### config.mk
export PLATFORM = sky130hd
export DESIGN_NAME = mul_div_unit_flat
export DESIGN_NICKNAME = d
export VERILOG_FILES = /design/src/rtl/mul_div_if.sv /design/src/rtl/mul_div_unit.sv /design/src/flat_wrapper.sv
export SDC_FILE = /design/constraint.sdc
export NUM_CORES = 1
export LEC_CHECK = 0
export ABC_CLOCK_PERIOD_IN_PS = 3870
export CAP_MARGIN = 20
export CELL_PAD_IN_SITES_DETAIL_PLACEMENT = 2
export CELL_PAD_IN_SITES_GLOBAL_PLACEMENT = 2
export CORE_ASPECT_RATIO = 0.9
export CORE_MARGIN = 3
export CORE_UTILIZATION = 38
export CTS_BUF_LIST = sky130_fd_sc_hd__clkbuf_4 sky130_fd_sc_hd__clkbuf_8
export CTS_CLUSTER_SIZE = 12
export DETAILED_ROUTE_END_ITERATION = 8
export GPL_ROUTABILITY_DRIVEN = 0
export PLACE_DENSITY = 0.89
export SYNTH_ARGS = -nofsm -noshare
export SYNTH_HDL_FRONTEND = slang
export SYNTH_SLANG_ARGS = --single-unit
export TNS_END_PERCENT = 20
### constraint.sdc
create_clock -name clk -period 3.87 [get_ports clk]
set_clock_uncertainty 0.05 [all_clocks]
set_input_delay 0.774 -clock clk [delete_from_list [all_inputs] [get_ports clk]]
set_output_delay 0.774 -clock clk [all_outputs]
set_load 0.01 [all_outputs]
### src/rtl/mul_div_if.sv
// Request/response bundle between the execute-stage control and the RV32M multiply/divide unit.
interface mul_div_if #(
    parameter int unsigned DATA_WIDTH = 32
);
    logic                  start;
    logic [2:0]            op;
    logic [DATA_WIDTH-1:0] rs1;
    logic [DATA_WIDTH-1:0] rs2;
    logic                  busy;
    logic                  done;
    logic [DATA_WIDTH-1:0] rd;
    logic                  div_by_zero;

    modport master (
        output start, op, rs1, rs2,
        input  busy, done, rd, div_by_zero
    );

    modport slave (
        input  start, op, rs1, rs2,
        output busy, done, rd, div_by_zero
    );
endinterface

### src/rtl/mul_div_unit.sv
// Iterative RV32M multiply/divide: radix-2 shift-add multiply and restoring divide,
// fixed latency of DATA_WIDTH+3 cycles from acceptance to the done pulse.
module mul_div_unit #(
    parameter int unsigned DATA_WIDTH = 32
) (
    input  logic       clk,
    input  logic       rst_n,
    mul_div_if.slave   bus
);
    localparam int unsigned W  = DATA_WIDTH;
    localparam int unsigned CW = $clog2(DATA_WIDTH);

    typedef enum logic [2:0] {
        IDLE = 3'd0,
        PREP = 3'd1,
        CALC = 3'd2,
        FIX  = 3'd3,
        DONE = 3'd4
    } state_e;

    typedef enum logic [2:0] {
        OP_MUL    = 3'b000,
        OP_MULH   = 3'b001,
        OP_MULHSU = 3'b010,
        OP_MULHU  = 3'b011,
        OP_DIV    = 3'b100,
        OP_DIVU   = 3'b101,
        OP_REM    = 3'b110,
        OP_REMU   = 3'b111
    } op_e;

    state_e          state, state_nxt;
    op_e             op_q;
    logic [W-1:0]    a_q, b_q, opnd_q, rd_q;
    logic [2*W-1:0]  acc;
    logic [CW-1:0]   cnt;
    logic            neg_q, neg_rem_q, dbz_q;
    logic            busy_w, done_w, accept;

    logic            is_div, b_zero, a_signed, b_signed, sa, sb;
    logic [W-1:0]    mag_a, mag_b, quot, rem, result;
    logic [W:0]      mul_sum, rem_sh, diff;
    logic [2*W-1:0]  acc_step, prod_fix;

    assign accept = bus.start && ((state == IDLE) || (state == DONE));

    always_ff @(posedge clk or negedge rst_n) begin
        if (!rst_n) state <= IDLE;
        else        state <= state_nxt;
    end

    always_comb begin
        state_nxt = state;
        busy_w    = 1'b0;
        done_w    = 1'b0;
        case (state)
            IDLE: if (bus.start) state_nxt = PREP;
            PREP: begin
                busy_w    = 1'b1;
                state_nxt = CALC;
            end
            CALC: begin
                busy_w = 1'b1;
                if (cnt == CW'(W - 1)) state_nxt = FIX;
            end
            FIX: begin
                busy_w    = 1'b1;
                state_nxt = DONE;
            end
            DONE: begin
                done_w    = 1'b1;
                state_nxt = bus.start ? PREP : IDLE;
            end
            default: state_nxt = IDLE;
        endcase
    end

    // Operand preparation: magnitudes and result-sign flags from the latched operands
    always_comb begin
        is_div   = op_q[2];
        b_zero   = (b_q == '0);
        a_signed = (op_q == OP_MULH) || (op_q == OP_MULHSU) || (op_q == OP_DIV) || (op_q == OP_REM);
        b_signed = (op_q == OP_MULH) || (op_q == OP_DIV) || (op_q == OP_REM);
        sa       = a_signed && a_q[W-1];
        sb       = b_signed && b_q[W-1];
        mag_a    = sa ? -a_q : a_q;
        mag_b    = sb ? -b_q : b_q;
    end

    // One iteration: acc holds {hi, lo}; multiply shifts right, divide shifts left
    always_comb begin
        mul_sum = {1'b0, acc[2*W-1:W]} + {1'b0, opnd_q & {W{acc[0]}}};
        rem_sh  = {acc[2*W-1:W], acc[W-1]};
        diff    = rem_sh - {1'b0, opnd_q};
        if (is_div) begin
            if (diff[W]) acc_step = {rem_sh[W-1:0], acc[W-2:0], 1'b0};
            else         acc_step = {diff[W-1:0],   acc[W-2:0], 1'b1};
        end else begin
            acc_step = {mul_sum, acc[W-1:1]};
        end
    end

    always_comb begin
        prod_fix = neg_q ? -acc : acc;
        quot     = acc[W-1:0];
        rem      = acc[2*W-1:W];
        case (op_q)
            OP_MUL:                       result = prod_fix[W-1:0];
            OP_MULH, OP_MULHSU, OP_MULHU: result = prod_fix[2*W-1:W];
            OP_DIV, OP_DIVU:              result = dbz_q ? '1  : (neg_q ? -quot : quot);
            OP_REM, OP_REMU:              result = dbz_q ? a_q : (neg_rem_q ? -rem : rem);
            default:                      result = '0;
        endcase
    end

    always_ff @(posedge clk or negedge rst_n) begin
        if (!rst_n) begin
            op_q            <= OP_MUL;
            a_q             <= '0;
            b_q             <= '0;
            opnd_q          <= '0;
            acc             <= '0;
            cnt             <= '0;
            neg_q           <= 1'b0;
            neg_rem_q       <= 1'b0;
            dbz_q           <= 1'b0;
            rd_q            <= '0;
            bus.div_by_zero <= 1'b0;
        end else begin
            if (accept) begin
                op_q            <= op_e'(bus.op);
                a_q             <= bus.rs1;
                b_q             <= bus.rs2;
                bus.div_by_zero <= 1'b0;
            end
            case (state)
                PREP: begin
                    opnd_q    <= is_div ? mag_b : mag_a;
                    acc       <= {{W{1'b0}}, (is_div ? mag_a : mag_b)};
                    neg_q     <= sa ^ sb;
                    neg_rem_q <= sa;
                    dbz_q     <= is_div && b_zero;
                    cnt       <= '0;
                end
                CALC: begin
                    acc <= acc_step;
                    cnt <= cnt + 1'b1;
                end
                FIX: begin
                    rd_q            <= result;
                    bus.div_by_zero <= dbz_q;
                end
                default: ;
            endcase
        end
    end

    assign bus.busy = busy_w;
    assign bus.done = done_w;
    assign bus.rd   = rd_q;
endmodule

### src/flat_wrapper.sv
// flat-port wrapper written by rule: the top's interface ports become plain ports
module mul_div_unit_flat 
#(
    parameter int unsigned DATA_WIDTH = 32
)
  (clk, rst_n, bus_start, bus_op, bus_rs1, bus_rs2, bus_busy, bus_done, bus_rd, bus_div_by_zero);
  mul_div_if #(.DATA_WIDTH(DATA_WIDTH)) bus_i ();
  input  logic clk;
  input  logic rst_n;
  input wire logic [$bits(bus_i.start)-1:0] bus_start;
  input wire logic [$bits(bus_i.op)-1:0] bus_op;
  input wire logic [$bits(bus_i.rs1)-1:0] bus_rs1;
  input wire logic [$bits(bus_i.rs2)-1:0] bus_rs2;
  output wire logic [$bits(bus_i.busy)-1:0] bus_busy;
  output wire logic [$bits(bus_i.done)-1:0] bus_done;
  output wire logic [$bits(bus_i.rd)-1:0] bus_rd;
  output wire logic [$bits(bus_i.div_by_zero)-1:0] bus_div_by_zero;
  assign bus_i.start = bus_start;
  assign bus_i.op = bus_op;
  assign bus_i.rs1 = bus_rs1;
  assign bus_i.rs2 = bus_rs2;
  assign bus_busy = bus_i.busy;
  assign bus_done = bus_i.done;
  assign bus_rd = bus_i.rd;
  assign bus_div_by_zero = bus_i.div_by_zero;
  mul_div_unit #(.DATA_WIDTH(DATA_WIDTH)) u_core (.clk(clk), .rst_n(rst_n), .bus(bus_i));
endmodule
# Word level (Yosys, flattened, before mapping)
# Cells that the tools add are included.
# Widths: inputs -> output; s select.
# word_totals
out_inout_bits,35
elab_cells,78
register_bits,207
# classes
bitwise,2
n_reduce_logical,20
muxes,22
add_sub_neg,8
n_eq_ne,14
# ops
op,n
$mux 32,8
$mux 64,3
$neg 32->32,4
$pmux 32 s4,1
$pmux 64 s2,1
$neg 64->64,1
$add 32x32->33,1
$sub 33x32->33,1
$and 32x32->32,1
$logic_not 32->1,1
$eq 3x3->1 const B,5
$pmux 3 s5,1
$eq 3x2->1 const B,4
$pmux 5 s2,1
$eq 3x1->1 const B,2
$logic_not 3->1,2
$logic_or 1x1->1,6
$mux 3,2
$reduce_or 3->1,2
$add 5x1->5 const B,1
$eq 5x5->1 const B,1
$mux 1,5
$logic_and 1x1->1,4
$reduce_bool 2->1,2
other kinds (5),6

# Longest topological paths before layout
# depth
depth_word,8
depth_mapped,15
depth_no_buf,13

# Worst setup path after synthesis
# Ideal clock, no wire load.
# synth_path
path_kind,flip-flop to flip-flop
startpoint,register u_core.acc[0]
endpoint,register u_core.acc[62]
path_buffers,2
period_less_slack_ns,3.474
stages_incl_launch_ff,15
t_arrival_ns,3.314
slack_ns,0.396
path_cell_list,dfrtp_1 -> clkbuf_1 -> inv_1 -> clkbuf_1 -> nor2_1 -> ha_1 -> a211oi_1 -> nor2_1 -> a221oi_1 -> a21oi_1 -> nor2_1 -> o221ai_1 -> a221oi_1 -> mux2_2 -> o41ai_1
# synth_between
elab_chain_len,4
# synth_lines
element,line_no,text
"start, declared",mul_div_unit.sv:35,logic [2*W-1:0] acc;
"start signal, assigned",mul_div_unit.sv:139,"acc <= {{W{1'b0}}, (is_div ? mag_a : mag_b)};"
"start signal, assigned",mul_div_unit.sv:146,acc <= acc_step;
$and 32x32->32,mul_div_unit.sv:92,"mul_sum = {1'b0, acc[2*W-1:W]} + {1'b0, opnd_q & {W{acc[0]}}};"
$add 32x32->33,mul_div_unit.sv:92,
$mux 64,mul_div_unit.sv:95,if (is_div) begin
$pmux 64 s2,mul_div_unit.sv:136,case (state)
# No other way between the ends.
# A chain may end at the register's enable or synchronous reset.

# Worst setup path after layout
# layout_path
startpoint,register u_core.b_q[10]
endpoint,register u_core.opnd_q[22]
# layout_between
elab_chain_len,3
# layout_lines
element,line_no,text
"start, declared",mul_div_unit.sv:34,"logic [W-1:0] a_q, b_q, opnd_q, rd_q;"
"start signal, assigned",mul_div_unit.sv:133,b_q <= bus.rs2;
$neg 32->32,mul_div_unit.sv:87,mag_b = sb ? -b_q : b_q;
$mux 32,mul_div_unit.sv:87,
$mux 32,mul_div_unit.sv:138,opnd_q <= is_div ? mag_b : mag_a;
"end signal, assigned",mul_div_unit.sv:138,
"end, declared",mul_div_unit.sv:34,
# No other way between the ends.

==> run_results.csv <==
group,metric,value,unit
synthesis,synth_warnings,0,
synthesis,synth_area_leaders,"dfrtp_1 31%, xnor2_1 6.0%, o21ai_0 6.0%",
synthesis,synth_cell_type_count,77,
final_layout,postLayoutCellArea,0.0198,mm²
global_route,grt_use_total,39.4,%
setup_path,startpoint,"u_core.b_q[10]",
floorplan,coreArea,0.0435,mm²
synthesis,seq_area_frac_synth,30.5,%
synthesis,synthAdderAreaFrac,5.40,%
setup_path,r2r-end,"u_core.opnd_q[22]",
synthesis,synth_nets,2264,
setup_path,r2r_start,"u_core.b_q[10]",
synthesis,synthCells,2122,
final_layout,area_growth,16.7,%
synthesis,synth-main-ff-cell,"dfrtp_1",
final_layout,drive_gt1_share,12.1,%
setup_path,end_kind,"register",
clock_tree,cts_tree,"built",
drt,drc_errors,0,
drt,vias_per_cell,6.85,
synthesis,synth-simple-area-share,17.4,%
clock_tree,root_buffer,"clkbuf_8",
drt,initialDrtViolationCount,2248,
place,dpl-instance-area,0.0188,mm²
floorplan,ios,105,
clock_tree,insertion_delay,0.63,ns
setup_path,worst-setup-path-type,"reg2reg",
synthesis,muxShareOfSynthArea,7.35,%
synthesis,synth_area_leader_cell,"dfrtp_1",
synthesis,postSynthAreaPerCell,7.99,µm²
synthesis,synth_top_area_share,30.5,%
synthesis,synth_top_family_by_area,"compound AO/OA/AOI/OAI gates",
clock_tree,htreeDepth,2,
power_and_ir_drop,powerDensity,1190,mW/mm²
setup_path,crit_path_max_fanout,4,
status,status,"completed",
sta,layout_min_cycle_time,3.82,ns
final_layout,instances_no_fill,2817,
setup_path,cp-endpoint,"u_core.opnd_q[22]",
floorplan,rows,72,
synthesis,synth-edff-count,0,
setup_path,critPathRequiredTime,4.34,ns
sta,worstMarginPinSlew,1.20,ns
floorplan,die_w,229,µm
floorplan,die_h,206,µm
sta,slew_headroom,19.7,%
floorplan,dieArea,0.0472,mm²
place,io_buffers,104,
sta,fmax,262,MHz
global_route,overflow,0,
sta,drv_slew,0,
clock_tree,clock_path_buffers,3,
final_layout,final_common_cell,"nand2_1",
power_and_ir_drop,ir_drop,504,µV
clock_tree,clkSlewWorstSetupHoldPaths,0.07,ns
sta,setup_violations,0,
final_layout,post-route-util,45.5,%
sta,period_share,98.8,%
synthesis,synth_compound_area_share,24.0,%
power_and_ir_drop,total_power,23.6,mW
setup_path,rr_worst_depth,9,
clock_tree,clock-sinks,207,
job,max_cap_viol_count,0,
setup_path,crit_path_start_kind,"register",
place,dp_cells,2738,
final_layout,nets,2335,
clock_tree,cts_buffers,40,
drt,wl,95.2,mm
drt,dr.pass1.iters,8,
global_route,antenna_found_initial,7,
drt,wl_per_cell,33.8,µm
final_layout,most-common-layout-cells,"255 x nand2_1, 204 x dfrtp_1, 203 x nor2_1, 198 x o21ai_0, 179 x a21oi_1",
synthesis,synth_xor_area_share,10.2,%
power_and_ir_drop,leakage,8.28,nW
synthesis,ys_ff_latch,207,
global_route,grt_pass1_wl,141,mm
place,hpwl,62.2,mm
setup_path,r2r_setup_slack,0.05,ns
global_route,grt_pass1_vias,21100,
setup_path,crit_arrival,4.29,ns
synthesis,async_flop_share,100,%
clock_tree,hold_buffers,0,
drt,postRouteAntennaNets,0,
min_path,hp-class,"in2async",
sta,hold_violations,0,
drt,num_vias,19300,
floorplan,start_util,39.0,%
global_route,grt_max_degree,102,
synthesis,synthesis.area,0.0170,mm²
[how the worst min path moves through the flow]
stage,endpoint,slack [ns]
after floorplan,u_core.cnt[3],0.40
after global placement,u_core.bus.rd[30],0.41
after detailed placement,u_core.bus.rd[30],0.42
after CTS,u_core.b_q[18],0.23
after global routing,u_core.b_q[18],0.25
final,u_core.b_q[25],0.19
[stage by stage]
stage | hold slack, ns | TNS (ns) | setup slack [ns]
after floorplan | 0.399 | 0 | 0.396
after global placement | 0.410 | 0 | 0.203
after detailed placement | 0.418 | -0.168 | -0.168
after CTS | 0.233 | -0.0103 | -0.0103
after global routing | 0.249 | -0.0719 | -0.0526
final | 0.186 | 0 | 0.0460
[metal layers]
layer | up-vias | track usage (%) | part of all wire (%)
met5 | - | 0 | 0.042
met4 | 6 | 25.5 | 7.9
met3 | 515 | 10.4 | 9.9
met2 | 1332 | 64.2 | 45
met1 | 9712 | 46.3 | 37
li1 | 7743 | - | -
[critical path: stages (launching register included)]
cell,delay (ns)
dfrtp_1,0.46
or3_1,0.47
or3_1,0.40
or4_1,0.65
nor4_4,0.24
buf_4,0.19
nor2_1,0.07
xor2_1,0.62
a21oi_1,0.33
o21ai_0,0.25
[registers in the layout, indices dropped and copies added, names as in the netlist, 3 cells and up]
name	flops
u_core.b_q	32
u_core.op_q	3
u_core.cnt	5
u_core.bus.rd	32
u_core.a_q	32
u_core.opnd_q	32
u_core.acc	64
u_core.state	3
[Yosys cell counts (6+ instances only)]
cell,number
o22ai_1,13
nor4_1,16
nor3_1,28
a21oi_1,185
mux2i_1,57
nand2_1,255
a221oi_1,19
o21a_1,6
or3_1,24
or2_2,11
a31oi_1,19
a22oi_1,8
buf_1,15
o41ai_1,13
mux2_2,60
ha_1,70
nand4_1,13
nor2_1,203
xor2_1,81
o31ai_1,23
o211ai_1,9
a222oi_1,6
clkbuf_1,132
nand2b_1,18
a211oi_1,8
or4_1,13
o221ai_1,43
o21bai_1,9
a22o_1,7
o21ai_1,8
inv_1,72
nor2b_1,6
nand3_1,19
xnor2_1,117
o21ai_0,202
and2_1,11
a21o_1,31
dfrtp_1,207
[what timing repair did]
item | CTS | global route
resized for setup | 7 | 24
buffers inserted | 3 | 2
pin swaps | 1 | 4
setup endpoints to repair | 21 | 37
[logic make-up (layout without fill, tap and decap cells)]
kind of cell,after synthesis,count (layout)
other cells,0,5
mux,117,117
buf+inv,226,324
fa+ha+maj,72,72
xor+xnor,198,198
flops,207,207
compound gates,653,653
simple gates,649,649
[cell type report]
cell class	count	area, µm²
Timing Repair Buffer	182	1700
Tap cell	592	741
Fill cell	4675	23700
Inverter	73	274
Clock inverter	5	62.6
Antenna cell	5	12.5
Multi-Input combinational cell	1689	11000
Clock buffer	64	774
Sequential cell	207	5190
[power breakdown]
group	leakage (nW)	switching [mW]	total, mW	internal (mW)
Clock	0.450	1.20	2.54	1.34
Sequential	2.58	1.94	5.07	3.12
Combinational	5.25	10.5	16.0	5.47
Power figures use the tool's default switching activity.
